`src/rtl/qed_tracker_pkg.sv`:
```
// Shared types and constants for the QED commit tracker slice.
package qed_tracker_pkg;

    typedef enum logic [1:0] {
        S_WAIT  = 2'd0,
        S_CHECK = 2'd1,
        S_SAT   = 2'd2
    } sif_state_t;

    localparam int          CNT_W_DEFAULT = 8;
    localparam logic [31:0] QED_NOP       = 32'h13;

endpackage

```
`src/rtl/qed_sat_counter.sv`:
```
// Saturating up-counter with synchronous clear; exposes its next value so the
// parent can make decisions on the post-update count in the same cycle.
module qed_sat_counter #(
    parameter int W = 8
) (
    input  logic         clk,
    input  logic         rst,
    input  logic         clear,
    input  logic         inc,
    output logic [W-1:0] count,
    output logic [W-1:0] count_next,
    output logic         at_max
);

    assign at_max = (count == {W{1'b1}});

    always_comb begin
        count_next = count;
        if (clear)
            count_next = '0;
        else if (inc && !at_max)
            count_next = count + 1'b1;
    end

    always_ff @(posedge clk) begin
        if (rst)
            count <= '0;
        else
            count <= count_next;
    end

endmodule

```
`src/rtl/qed_commit_tracker.sv`:
```
// Tracks original/duplicate commits for SQED, marks the commit point T_C and
// qualifies later consistency checks. Optional: QED_DUP_ORDER_CHECK_EN adds order_err.
module qed_commit_tracker
    import qed_tracker_pkg::*;
#(
    parameter int CNT_W = CNT_W_DEFAULT
) (
    input  logic             clk,
    input  logic             rst,
    input  logic             retire_valid,
    input  logic             retire_dup,
    input  logic             retire_ignore,
    input  logic             sif_trigger,
    output logic             sif_commit,
    output logic             sif_commit_pulsed,
    output logic             qed_check_valid,
    output logic [CNT_W-1:0] qed_num_orig,
    output logic [CNT_W-1:0] qed_num_dup,
    output logic [1:0]       sif_state,
`ifdef QED_DUP_ORDER_CHECK_EN
    output logic             order_err,
`endif
    output logic             cnt_sat
);

    sif_state_t       state;
    logic             counted;
    logic             fire;
    logic             in_check;
    logic             in_sat;
    logic             inc_orig;
    logic             inc_dup;
    logic             overflow;
    logic             orig_at_max;
    logic             dup_at_max;
    logic             order_err_next;
    logic [CNT_W-1:0] orig_next;
    logic [CNT_W-1:0] dup_next;

    // Anything that is neither S_CHECK nor S_SAT behaves as S_WAIT, so the
    // unused encoding 3 recovers through the wait path.
    always_comb begin
        in_check = (state == S_CHECK);
        in_sat   = (state == S_SAT);
        counted  = retire_valid && !retire_ignore;
        fire     = !in_check && !in_sat && sif_commit && sif_trigger;
        inc_orig = counted && !retire_dup && !fire && !in_sat;
        inc_dup  = counted &&  retire_dup && !fire && !in_sat;
        overflow = (inc_orig && orig_at_max) || (inc_dup && dup_at_max);
    end

    assign sif_commit_pulsed = fire;
    assign sif_state         = state;

    qed_sat_counter #(.W(CNT_W)) u_orig_cnt (
        .clk        (clk),
        .rst        (rst),
        .clear      (fire),
        .inc        (inc_orig),
        .count      (qed_num_orig),
        .count_next (orig_next),
        .at_max     (orig_at_max)
    );

    qed_sat_counter #(.W(CNT_W)) u_dup_cnt (
        .clk        (clk),
        .rst        (rst),
        .clear      (fire),
        .inc        (inc_dup),
        .count      (qed_num_dup),
        .count_next (dup_next),
        .at_max     (dup_at_max)
    );

`ifdef QED_DUP_ORDER_CHECK_EN
    assign order_err_next = order_err || (in_check && inc_dup && (dup_next > orig_next));
`else
    assign order_err_next = 1'b0;
`endif

    always_ff @(posedge clk) begin
        if (rst) begin
            state           <= S_WAIT;
            sif_commit      <= 1'b0;
            qed_check_valid <= 1'b0;
            cnt_sat         <= 1'b0;
`ifdef QED_DUP_ORDER_CHECK_EN
            order_err       <= 1'b0;
`endif
        end else if (overflow || in_sat) begin
            state           <= S_SAT;
            cnt_sat         <= 1'b1;
            sif_commit      <= 1'b0;
            qed_check_valid <= 1'b0;
        end else begin
            if (fire || in_check)
                state <= S_CHECK;
            else
                state <= S_WAIT;
            if (inc_orig || inc_dup)
                sif_commit <= (orig_next == dup_next);
            // Check validity is judged on the counts as they will be after this edge.
            qed_check_valid <= in_check && (orig_next != '0) && !order_err_next;
`ifdef QED_DUP_ORDER_CHECK_EN
            order_err <= order_err_next;
`endif
        end
    end

endmodule

```
`config.mk`:
```
export PLATFORM = sky130hd
export DESIGN_NAME = qed_commit_tracker
export DESIGN_NICKNAME = d
export VERILOG_FILES = /design/src/rtl/qed_tracker_pkg.sv /design/src/rtl/qed_sat_counter.sv /design/src/rtl/qed_commit_tracker.sv
export SDC_FILE = /design/constraint.sdc
export NUM_CORES = 1
export LEC_CHECK = 0
export CORE_MARGIN = 2
export CORE_UTILIZATION = 55
export CTS_BUF_LIST = sky130_fd_sc_hd__clkbuf_4 sky130_fd_sc_hd__clkbuf_8
export DETAILED_ROUTE_END_ITERATION = 10
export PLACE_DENSITY = 0.85
export SETUP_SLACK_MARGIN = 0.2
export SYNTH_ARGS = -nofsm -noshare
export SYNTH_HDL_FRONTEND = slang
export SYNTH_SLANG_ARGS = --single-unit
```
`constraint.sdc`:
```
create_clock -name clk -period 3.2 [get_ports clk]
set_input_delay 0.48 -clock clk [delete_from_list [all_inputs] [get_ports clk]]
set_output_delay 0.48 -clock clk [all_outputs]
set_load 0.005 [all_outputs]
```
==> results.md <==
- CTS tree: done
- Worst-path clk slew: about 130 ps
- RSZ-0062 raised after global routing: no
- Port Buf Inserts: 27
- Worst-skew pair later-pin latency: ~300 ps
- CP Launch Type: primary input
- Async S/R FF share, synth: 0%
- Period utilisation layout: 81.6%
- Met1 GRT Util: approximately two fifths
- 1st-iter DRT viols: 57
- CP Data Required Time: 3440 ps
- MaxCap Viol Count: 0
- Worst slack at placement: about 340 ps
- Mux cell area share after synthesis: about 3.7%
- H-tree depth: 1
- Synth Area in Compound Gates: slightly below 20%
- Simple-Gate Fraction of Synth Area: between 30% and 40%
- Die Ht: between 50 and 60 µm
- Post-Synth XOR/XNOR Area: 4.55%
- Initial antenna violation count: 0
- Leak: between 0.6 and 0.7 nW
- Post-Syn Area: 1350 µm²
- Die X: roughly 53 µm
- Area grow syn2layout: 24.0%
- Main combinational cell family by area after synthesis: simple AND/OR/NAND/NOR gates
- Critical path type: in2reg
- Synth unique cells: 50
- Largest net degree at the start of global routing: 20
- Die area: roughly 2900 µm²
- Avg WL per Cell: between 15 and 20 µm
- Yosys warns: 0
- Net Count, Synth: around 170
- Min Clock Period, post-route: 2610 ps
- Final worst slack: 587 ps
- Initial Utilization: about three fifths
- Pwr Total: around 0.00047 W
- CTS sink cnt: 21
- Least-Margin Pin Slew: 503 ps
- Clk buf depth: 2
- # setup viols final: 0
- Met2 GRT Util: between 40% and 50%
- Gate Count Post-Synth: around 160
- Vias per cell: 6.37
- Fin nets: approximately 200
- Number of routed nets with antenna violations: 0
- Fin Clk Skew: between 10 and 15 ps
- Post-synth EDFFs: 0
- Final hold viol count: 0
- Fmax: about 380 MHz
- Layout cells sized above 1: under 10%
- Fin Setup TNS: 0 ps
- CP arrival: between 2000 and 3000 ps
- # diodes: 0
- Most common flop cell mapped by yosys: dfxtp_1
- Dpl hpwl: 2620 µm
- Num ports: 28
- Adder-cell share of the synthesized area: 3.72%
- Pwr per Cell Area: ~280 nW/µm²
- GRT overflow: 0
- Routed vias: about 1400
- CTS Buf Count: 3
- Router iterations before antenna repair: 4
- Sequential cell area fraction in the yosys report: between 30% and 40%
- Crit. End Element: register
- Worst Path Max Fanout: 7
- Post-Route WL: ~3500 µm
- Post-CTS Repair Setup Buffers: 0
- DRC: 0
- PostCTS Resize Cnt: 0
- Register bit total from synthesis: 21
- Hold Buf Count CTS: 0
- CORE AREA: 2250 µm²
- Worst min path class: reg2reg
- First-pass GRT wire length: between 5000 and 6000 µm
- Rows: 17
- Max-slew headroom: around 66%
- Gr busiest metal: met2
- Number of global-route vias before repair: roughly 1300
- GRT Util Overall: 27.9%
- Final RePlAce weighted congestion: 0.983
- Fin Hold WS: around 460 ps
- Syn Area/Cell: ~8.3 µm²
- Status: completed
- Grt met3 use: 3.67%
- Peak VDD IR: around 0.27 mV
- CTS root buffer: clkbuf_4
- Pins over their slew limit: 0
## per-layer routing
layer,part of all wire (%),wire length (µm)
met4,1.4,50
met1,45,1610
met2,46,1640
met5,0,0
met3,7.0,247
## registers in the layout (all words and copies together) (netlist names)
signal,count
sif_state,2
sif_commit,1
u_orig_cnt.count,8
u_dup_cnt.count,8
cnt_sat,1
qed_check_valid,1
## synth_stat cells (2+ instances only)
cell	count	share of area (%)
nor2_1	23	6.4
dfxtp_1	21	31
nand3_1	14	5.2
nand2_1	13	3.6
a21oi_1	6	2.2
xor2_1	6	3.9
mux2i_1	5	3.7
and3_1	4	1.9
ha_1	4	3.7
a31oi_1	3	1.4
and2_1	3	1.4
inv_1	3	0.84
nor3_1	3	1.1
o21ai_0	3	1.1
o21ai_1	3	1.1
o31a_1	3	2.0
a211oi_1	2	1.1
a41oi_1	2	1.3
and4_4	2	1.7
buf_4	2	1.1
clkbuf_1	2	0.56
nand2b_1	2	0.93
nand4_1	2	0.93
nor2b_1	2	0.93
nor3b_1	2	1.1
nor4_1	2	0.93
or3_1	2	0.93
## report_power, final
| group | total, W | internal, W | switching, W |
|---|---|---|---|
| sequential | 0.000270 | 0.000265 | 0.00000476 |
| clock | 0.000140 | 0.0000569 | 0.0000827 |
| combinational | 0.0000586 | 0.0000281 | 0.0000305 |
| total | 0.000468 | 0.000350 | 0.000118 |
## critical path, cell delays in order
cell             delay [ps]
clkdlybuf4s50_1         490
nor4b_2                 430
and2_1                  320
nand3_1                 140
xor2_1                  440
nor2_1                  130
o31a_1                  300
o21ai_1                 120
## through the flow
stage	instance area [µm²]	instances	utilization, %
2_1_floorplan	1350	162	-
3_3_place_gp	1640	214	72.7
3_5_place_dp	1640	214	72.7
4_1_cts	1670	218	74.0
5_1_grt	1670	218	74.0
6_report	1670	218	74.0
## area by class of cell
cell class / count / area [µm²]
Clock buffer: 4 / 30.0
Inverter: 4 / 15.0
Fill cell: 204 / 586
Sequential cell: 21 / 420
Tap cell: 28 / 35.0
Multi-Input combinational cell: 132 / 883
Timing Repair Buffer: 29 / 285
## placed cells by master (no fill, tap or decap), types with 4 or more instances in the layout
master           Yosys  layout
a21oi_1              6       6
clkbuf_4             0       4
nand2_1             13      13
nor2_1              23      23
mux2i_1              5       5
nand3_1             14      14
ha_1                 4       4
clkdlybuf4s50_1      0      27
xor2_1               6       6
dfxtp_1             21      21
and3_1               4       4
## kinds of logic after synthesis
| kind of cell | count (synthesis) |
|---|---|
| AND/OR/NAND/NOR | 82 |
| AO/OA/AOI/OAI | 34 |
| flip-flops | 21 |
| buffers and inverters | 9 |
| XOR/XNOR | 7 |
| multiplexers | 5 |
| adder cells (fa/ha/maj) | 4 |
## path summary, 6_finish.rpt
path / start / to / slack, ps / cells after the start
max: retire_dup / sif_commit$_SDFFE_PP0P_ / 590 / 8
min: cnt_sat$_SDFFE_PP0P_ / cnt_sat$_SDFFE_PP0P_ / 460 / 2
max reg2reg: sif_state[0]$_SDFF_PP0_ / sif_commit$_SDFFE_PP0P_ / 610 / 9
min reg2reg: cnt_sat$_SDFFE_PP0P_ / cnt_sat$_SDFFE_PP0P_ / 460 / 2
Note: power is estimated with default switching activity, not from simulation.
